**src/rtl/sdram_pkg.sv**
```systemverilog
// Shared SDRAM controller definitions: command encodings, refresh FSM states, default timing.
// Latency: n/a (constants and types only).
// Backpressure: n/a.
package sdram_pkg;

   // {CS_N, RAS_N, CAS_N, WE_N}
   localparam logic [3:0] CMD_NOP       = 4'b0111;
   localparam logic [3:0] CMD_PRECHARGE = 4'b0010;
   localparam logic [3:0] CMD_AREF      = 4'b0001;

   // A10 high selects all banks for PRECHARGE
   localparam logic [12:0] ADDR_PRE_ALL = 13'h0400;

   // Default timing at 50 MHz
   localparam int DEF_REF_PERIOD = 375;
   localparam int DEF_TRP_CYC    = 2;
   localparam int DEF_TRFC_CYC   = 4;
   localparam int DEF_TIMER_W    = 9;

   // Command-spacing counter width, independent of the refresh timer width
   localparam int WAIT_W = 3;

   typedef enum logic [2:0] {
      AREF_IDLE,
      AREF_REQ,
      AREF_PRE,
      AREF_WAIT_RP,
      AREF_AREF,
      AREF_WAIT_RFC,
      AREF_DONE
   } aref_state_t;

endpackage

```
**src/rtl/sdram_ref_timer.sv**
```systemverilog
// Free-running period counter: counts 0..PERIOD-1 while en=1, held at 0 while en=0.
// Latency: tick is combinational from the count register, high during the terminal-count cycle.
// Backpressure: none; never stalls.
module sdram_ref_timer #(
   parameter int PERIOD = 375,
   parameter int W      = 9
) (
   input  logic clk,
   input  logic rst_n,
   input  logic en,
   output logic tick
);

   logic [W-1:0] count;

   // Period counter, cleared whenever the enable drops
   always_ff @(posedge clk or negedge rst_n) begin
      if (!rst_n) begin
         count <= '0;
      end else if (!en) begin
         count <= '0;
      end else if (count == W'(PERIOD - 1)) begin
         count <= '0;
      end else begin
         count <= count + W'(1);
      end
   end

   assign tick = en && (count == W'(PERIOD - 1));

endmodule

```
**src/rtl/sdram_aref.sv**
```systemverilog
// SDRAM auto-refresh engine: periodic PRECHARGE-ALL + AUTO REFRESH bursts; optional REF_OVERRUN_EN sticky overrun flag.
// Latency: grant sampled at t -> PRECHARGE t+1, AUTO_REFRESH t+4, flag_aref_end t+9 (defaults).
// Backpressure: holds aref_req until aref_en; at most one request queued, extra ticks are dropped.
module sdram_aref
   import sdram_pkg::*;
#(
   parameter int REF_PERIOD = DEF_REF_PERIOD,
   parameter int TRP_CYC    = DEF_TRP_CYC,
   parameter int TRFC_CYC   = DEF_TRFC_CYC,
   parameter int TIMER_W    = DEF_TIMER_W
) (
   input  logic        clk,
   input  logic        rst_n,
   input  logic        flag_init_end,
   input  logic        aref_en,
   output logic        aref_req,
   output logic        flag_aref_end,
   output logic [3:0]  aref_cmd,
   output logic [12:0] aref_addr,
   output logic        ref_overrun
);

   aref_state_t       state;
   logic [WAIT_W-1:0] wait_cnt;
   logic              tick;
   logic              pending;
   logic              pend_clr;
   logic              pend_any;

   sdram_ref_timer #(
      .PERIOD (REF_PERIOD),
      .W      (TIMER_W)
   ) u_timer (
      .clk   (clk),
      .rst_n (rst_n),
      .en    (flag_init_end),
      .tick  (tick)
   );

   // Grant accepted: the queued request is consumed as the FSM leaves REQ
   assign pend_clr = (state == AREF_REQ) && flag_init_end && aref_en;
   // Include a same-cycle tick so DONE/IDLE can go straight to REQ
   assign pend_any = flag_init_end && (pending || tick);

   // Single-entry request queue; tick wins over a simultaneous clear
   always_ff @(posedge clk or negedge rst_n) begin
      if (!rst_n) begin
         pending <= 1'b0;
      end else if (!flag_init_end) begin
         pending <= 1'b0;
      end else if (tick) begin
         pending <= 1'b1;
      end else if (pend_clr) begin
         pending <= 1'b0;
      end
   end

`ifdef REF_OVERRUN_EN
   logic overrun_evt;
   assign overrun_evt = tick && pending && !pend_clr;

   // Sticky record of any refresh tick lost while a request was still waiting
   always_ff @(posedge clk or negedge rst_n) begin
      if (!rst_n) begin
         ref_overrun <= 1'b0;
      end else if (overrun_evt) begin
         ref_overrun <= 1'b1;
      end
   end
`else
   assign ref_overrun = 1'b0;
`endif

   // Refresh sequencer with registered command/address/handshake outputs
   always_ff @(posedge clk or negedge rst_n) begin
      if (!rst_n) begin
         state         <= AREF_IDLE;
         wait_cnt      <= '0;
         aref_req      <= 1'b0;
         flag_aref_end <= 1'b0;
         aref_cmd      <= CMD_NOP;
         aref_addr     <= '0;
      end else begin
         aref_req      <= 1'b0;
         flag_aref_end <= 1'b0;
         aref_cmd      <= CMD_NOP;
         aref_addr     <= '0;
         case (state)
            AREF_IDLE: begin
               if (pend_any) begin
                  state    <= AREF_REQ;
                  aref_req <= 1'b1;
               end
            end
            AREF_REQ: begin
               if (!flag_init_end) begin
                  state <= AREF_IDLE;
               end else if (aref_en) begin
                  state     <= AREF_PRE;
                  aref_cmd  <= CMD_PRECHARGE;
                  aref_addr <= ADDR_PRE_ALL;
               end else begin
                  aref_req <= 1'b1;
               end
            end
            AREF_PRE: begin
               state    <= AREF_WAIT_RP;
               wait_cnt <= WAIT_W'(TRP_CYC - 1);
            end
            AREF_WAIT_RP: begin
               if (wait_cnt == '0) begin
                  state    <= AREF_AREF;
                  aref_cmd <= CMD_AREF;
               end else begin
                  wait_cnt <= wait_cnt - WAIT_W'(1);
               end
            end
            AREF_AREF: begin
               state    <= AREF_WAIT_RFC;
               wait_cnt <= WAIT_W'(TRFC_CYC - 1);
            end
            AREF_WAIT_RFC: begin
               if (wait_cnt == '0) begin
                  state         <= AREF_DONE;
                  flag_aref_end <= 1'b1;
               end else begin
                  wait_cnt <= wait_cnt - WAIT_W'(1);
               end
            end
            AREF_DONE: begin
               if (pend_any) begin
                  state    <= AREF_REQ;
                  aref_req <= 1'b1;
               end else begin
                  state <= AREF_IDLE;
               end
            end
            default: state <= AREF_IDLE;
         endcase
      end
   end

endmodule

```
**config.mk**
```make
export PLATFORM = sky130hd
export DESIGN_NAME = sdram_aref
export DESIGN_NICKNAME = d
export VERILOG_FILES = /design/src/rtl/sdram_pkg.sv /design/src/rtl/sdram_ref_timer.sv /design/src/rtl/sdram_aref.sv
export SDC_FILE = /design/constraint.sdc
export NUM_CORES = 1
export LEC_CHECK = 0
export CORE_MARGIN = 1.5
export CORE_UTILIZATION = 50
export CTS_CLUSTER_DIAMETER = 30
export CTS_CLUSTER_SIZE = 10
export DETAILED_ROUTE_END_ITERATION = 8
export PLACE_DENSITY_LB_ADDON = 0.12
export SKIP_CTS_REPAIR_TIMING = 1
export SLEW_MARGIN = 15
export SYNTH_ARGS = -nofsm -noshare
export SYNTH_HDL_FRONTEND = slang
export SYNTH_SLANG_ARGS = --single-unit
```
**constraint.sdc**
```tcl
create_clock -name clk -period 1.6 [get_ports clk]
set_input_delay 0.24 -clock clk [delete_from_list [all_inputs] [get_ports clk]]
set_output_delay 0.24 -clock clk [all_outputs]
set_load 0.02 [all_outputs]
```
==> results of run 1 <==
==> sequential cells by signal (all words and copies together) (netlist names) <==
signal,count
aref_addr,1
aref_cmd,3
aref_req,1
flag_aref_end,1
pending,1
state,3
u_timer.count,9
wait_cnt,3
==> worst min-delay path by stage <==
stage,start,end,slack (ns),cells past startpoint
global route,rst_n,state[2],0.29,2
CTS,rst_n,flag_aref_end,0.28,2
detailed placement,u_timer.count[0],u_timer.count[0],0.55,2
global placement,u_timer.count[0],u_timer.count[0],0.53,2
floorplan,rst_n,aref_addr[10],-0.06,0
finish,rst_n,state[1],0.28,2
==> synthesized netlist by cell type <==
cell / n
conb_1: 1
o2bb2ai_1: 2
dfstp_2: 3
buf_6: 1
a311o_1: 1
o21ai_2: 1
a41oi_1: 1
o22ai_1: 1
dfrtp_1: 19
nand2b_1: 4
buf_2: 2
nor3_1: 1
or3_1: 3
a311oi_1: 1
a211oi_1: 1
a31oi_1: 1
nor2_1: 13
inv_2: 1
o21a_1: 2
nand3_2: 1
nand4_1: 1
nand4b_1: 1
a21oi_1: 8
nor2_4: 1
ha_1: 4
inv_1: 8
o21ai_0: 7
nand3_1: 7
xor2_1: 3
a22oi_1: 1
nand2_1: 8
nor4_1: 2
nor2b_1: 1
xnor2_1: 1
and2_1: 2
buf_4: 14
or2_4: 1
==> area by class of cell <==
cell class / instances / area (um2)
Timing Repair Buffer: 14 / 135
Inverter: 9 / 33.8
Tap cell: 28 / 35.0
Sequential cell: 22 / 554
Clock buffer: 4 / 26.3
Fill cell: 223 / 915
Multi-Input combinational cell: 95 / 556
==> worst reg2reg max path, delay by kind of cell, from the launching register on <==
kind / cells / cell delay (ns)
simple gates: 3 / 0.58
buf+inv: 1 / 0.06
compound gates: 1 / 0.23
flops: 1 / 0.40
fa+ha+maj: 1 / 0.14
==> metrics by stage <==
step	setup TNS, ns	util (%)	instances	total power [mW]
after CTS	-0.253	58.8	172	1.64
after global routing	-0.00335	59.4	172	1.75
after global placement	0	57.6	168	1.34
after detailed placement	0	57.6	168	1.37
after floorplan	0	-	143	1.25
final	0	59.4	172	1.62
==> routing by layer <==
| metal | part of all wire, % | wire [um] | vias up |
|---|---|---|---|
| li1 | - | - | 444 |
| met1 | 46 | 980 | 438 |
| met3 | 5.3 | 113 | 4 |
| met5 | 0 | 0 | - |
| met4 | 1.9 | 40 | 0 |
| met2 | 47 | 1010 | 27 |
==> cell families (layout without fill, tap and decap cells) <==
logic type	Yosys count	count (layout)	share of synthesized area, %
other	1	14	0.309
buffers and inverters	26	27	13.2
adders and majority gates	4	4	4.12
AOI/OAI and AO/OA	27	27	14.1
xor gates and xnor gates	4	4	2.89
DFF	22	22	45.7
and+or+nand+nor	46	46	19.7
==> power by group <==
part | switching (mW) | total (mW) | internal (mW)
Clock | 0.164 | 0.262 | 0.0972
Sequential | 0.0976 | 0.755 | 0.658
Combinational | 0.350 | 0.604 | 0.254
Total | 0.612 | 1.62 | 1.01
==> flow_summary.toml, run 1 <==
[worst_setup_path]
cp_top_family = "simple AND/OR/NAND/NOR gates"
worstPathRequired_ns = 1.80
endpoint_kind = "register"
crit_chain = "inv_1, ha_1, nand2_1, or3_1, o21ai_4, nor2_1"
cp-start-kind = "register"
path_class = "reg -> reg"
reg2reg_to = "u_timer.count[3]"
arrival_ns = 1.72
cp.buffers_inverters = 1
worst-path-max-fanout = 5
slowest_stage = "or3_1"
cp-endpoint = "u_timer.count[3]"
reg2reg_depth = 6
critPathMaxStageDelay_ns = 0.45
crit_start = "u_timer.count[0]"
r2r_start = "u_timer.count[0]"
path_depth = 6
r2r_slack_ns = 0.08

[global_route]
use_met3_pct = 2.57
use_met2_pct = 30.2
busiest_layer = "met2"
grtUsageTotal_pct = 17.8
antenna_found_initial = 0
grt_max_degree = 23
grt_pass1_wl_um = 3550
grt_pass1_vias = 835
overflow = 0
met1_usage_pct = 21.9

[synthesis]
ys_seq_elements = 22
synth_top_area_share_pct = 39.2
syn-instance-count = 130
synth.cell_area_um2 = 1210
synth_cell_type_count = 37
seq_area_frac_synth_pct = 45.7
avgSynthCellArea_um2 = 9.34
synth.largest_area_cell = "dfrtp_1"
yosys-top-cells-area = "dfrtp_1, buf_4, dfstp_2"
ys_warn_count = 0

[cts]
cts_tree = "built"
clockBufferDepth = 2
clockRootBuffer = "clkbuf_4"
clk_pin_slew_ns = 0.12
cts_sinks = 22
htreeDepth = 1
clkLatencyLatePin_ns = 0.30
cts_made_buffers = 3

[floorplanning]
start_util_pct = 53.8
chipWidth_um = 52.3
ios = 24
die_h_um = 52.3
dieArea_um2 = 2730
core_area_um2 = 2250
num_rows = 17

[sta]
period_share_pct = 95.1
whs_ns = 0.276
skew_ns = 0.00231
timing.fmax_mhz = 658
setup_viol = 0
fin_ws_ns = 0.0792
final_max_slew_viol_count = 0
fin_crit_ns = 1.52
hold_violations = 0

[drt]
post_drt_wl_per_cell_um = 12.4
routed_wl_um = 2140
first_pass_iters = 4
num_vias = 913
avgViaCountPerCell = 5.31
drtAntennaViolNets = 0
drc = 0
drt-initial-drc-count = 14

[min_path]
hold_class = "in -> async"

[placed_design]
place_ws_ns = 0.0882
io_buffer_count = 9
place_area_um2 = 1300
dp_hpwl_um = 1620
gp_congestion = 0.750

[run]
maxCapViolCount = 0

[cells_and_area]
nNetsFinal = 153
drive_above_1_share_pct = 11.1
syn_to_final_growth_pct = 10.4
final_cell_mix = "dfrtp_1, conb_1, nor2_1"
diodes = 0
finalInstanceArea_um2 = 1340
layout_commonest_cell = "dfrtp_1"

[pwr]
power_density_nw_per_um2 = 1210
leakage_nw = 0.591
ir_worst_vdd_v = 0.000851

[status]
status = "completed"
(Power assumes the default switching activity.)
==> inputs of run 2 (changes only) <==
- CORE_ASPECT_RATIO: unset -> 0.9
==> flow_summary.toml, run 2 (synthesized netlist as in run 1, its figures left out) <==
[floorplanning]
start_util_pct = 54.1
chipWidth_um = 54.9
num_rows = 16
die_h_um = 49.7
core_area_um2 = 2240
dieArea_um2 = 2730
ios = 24

[pwr]
ir_worst_vdd_v = 0.00112
leakage_nw = 0.599
intPower_mw = 1.16
swShare_pct = 34.3
totalPowerFinal_mw = 1.77
p_clk_share_pct = 23.8
p_seq_share_pct = 43.0
power_switching_mw = 0.608
power_density_nw_per_um2 = 1310
p_comb_share_pct = 33.2

[drt]
num_vias = 892
routed_wl_um = 2070
post_drt_wl_per_cell_um = 12.2
avgViaCountPerCell = 5.25
drc = 0
first_pass_iters = 4
drtAntennaViolNets = 0
drt-initial-drc-count = 14

[worst_setup_path]
endpoint_kind = "output pin"
slowest_stage = "clkdlybuf4s50_1"
critPathMaxStageDelay_ns = 0.60
cp_top_family = "buffers and inverters"
worstPathRequired_ns = 1.36
cp.buffers_inverters = 1
path_class = "reg -> out"
worst-path-max-fanout = 1
arrival_ns = 1.25
crit_chain = "clkdlybuf4s50_1"
cp-start-kind = "register"

[global_route]
grt_pass1_vias = 798
antenna_found_initial = 0
grtUsageTotal_pct = 17.5
grt_pass1_wl_um = 3510
grt_max_degree = 23
overflow = 0

[sta]
grt_setup_unrepaired = "false"
hold_violations = 0
timing.fmax_mhz = 671
setup_viol = 0
period_share_pct = 93.1
final_max_slew_viol_count = 0
skew_ns = 0.00604
fin_crit_ns = 1.49

[placed_design]
dp_hpwl_um = 1550
gp_congestion = 0.762
io_buffer_count = 9

[cells_and_area]
nNetsFinal = 152
final_cell_mix = "dfrtp_1, conb_1, nor2_1"
drive_above_1_share_pct = 11.2
postLayoutCoreUtil_pct = 60.5
syn_to_final_growth_pct = 11.9
top_register = "u_timer.count"
largest_reg_flops = 9
diodes = 0
layout_commonest_cell = "dfrtp_1"

[cts]
clockBufferDepth = 2
cts_sinks = 22
clockRootBuffer = "clkbuf_4"
clkLatencyLatePin_ns = 0.31
cts_tree = "built"
clk_pin_slew_ns = 0.12
cts_made_buffers = 3
htreeDepth = 1

[status]
status = "completed"

[min_path]
hold_class = "in -> async"

[run]
maxCapViolCount = 0
-- run 2: worst paths after layout --
check	slack, ns	start	cells past startpoint	to
hold / removal	0.27	rst_n	2	wait_cnt[2]
setup reg to reg	0.12	u_timer.count[0]	6	u_timer.count[5]
hold reg to reg	0.56	u_timer.count[0]	2	u_timer.count[0]
min in group clk	0.56	u_timer.count[0]	2	u_timer.count[0]
max in group asynchronous	1.06	rst_n	2	aref_cmd[0]
setup / recovery	0.11	flag_aref_end	1	flag_aref_end
-- run 2: through the flow --
| step | area, um2 | hold WS [ns] | setup slack [ns] | setup TNS [ns] | instances |
|---|---|---|---|---|---|
| finish | 1360 | 0.268 | 0.110 | 0 | 170 |
| global route | 1360 | 0.285 | 0.00344 | 0 | 170 |
| CTS | 1340 | 0.261 | -0.102 | -0.296 | 170 |
| detailed placement | 1290 | 0.539 | 0.120 | 0 | 166 |
| global placement | 1290 | 0.538 | 0.113 | 0 | 166 |
| floorplan | 1260 | -0.0556 | 0.188 | 0 | 143 |
-- run 2: layout make-up --
type                            instances  area [um2]
Multi-Input combinational cell         95         556
Timing Repair Buffer                   13         128
Fill cell                             194         885
Clock inverter                          1        30.0
Sequential cell                        22         554
Clock buffer                            3        22.5
Tap cell                               27        33.8
Inverter                                9        33.8
-- run 2: routing by layer --
layer	up-vias	track usage (%)	routed length [um]
met5	-	0	0
met4	0	1.22	0
met3	0	5.45	119
met2	30	28.0	966
met1	420	24.1	983
li1	442	-	-
-- run 2: power by group through the flow --
stage / clock network (mW) / logic [mW] / registers [mW]
after floorplan: 0 / 0.498 / 0.748
after global placement: 0 / 0.578 / 0.766
after detailed placement: 0 / 0.594 / 0.774
after CTS: 0.442 / 0.599 / 0.761
after global routing: 0.456 / 0.671 / 0.775
final: 0.421 / 0.589 / 0.761
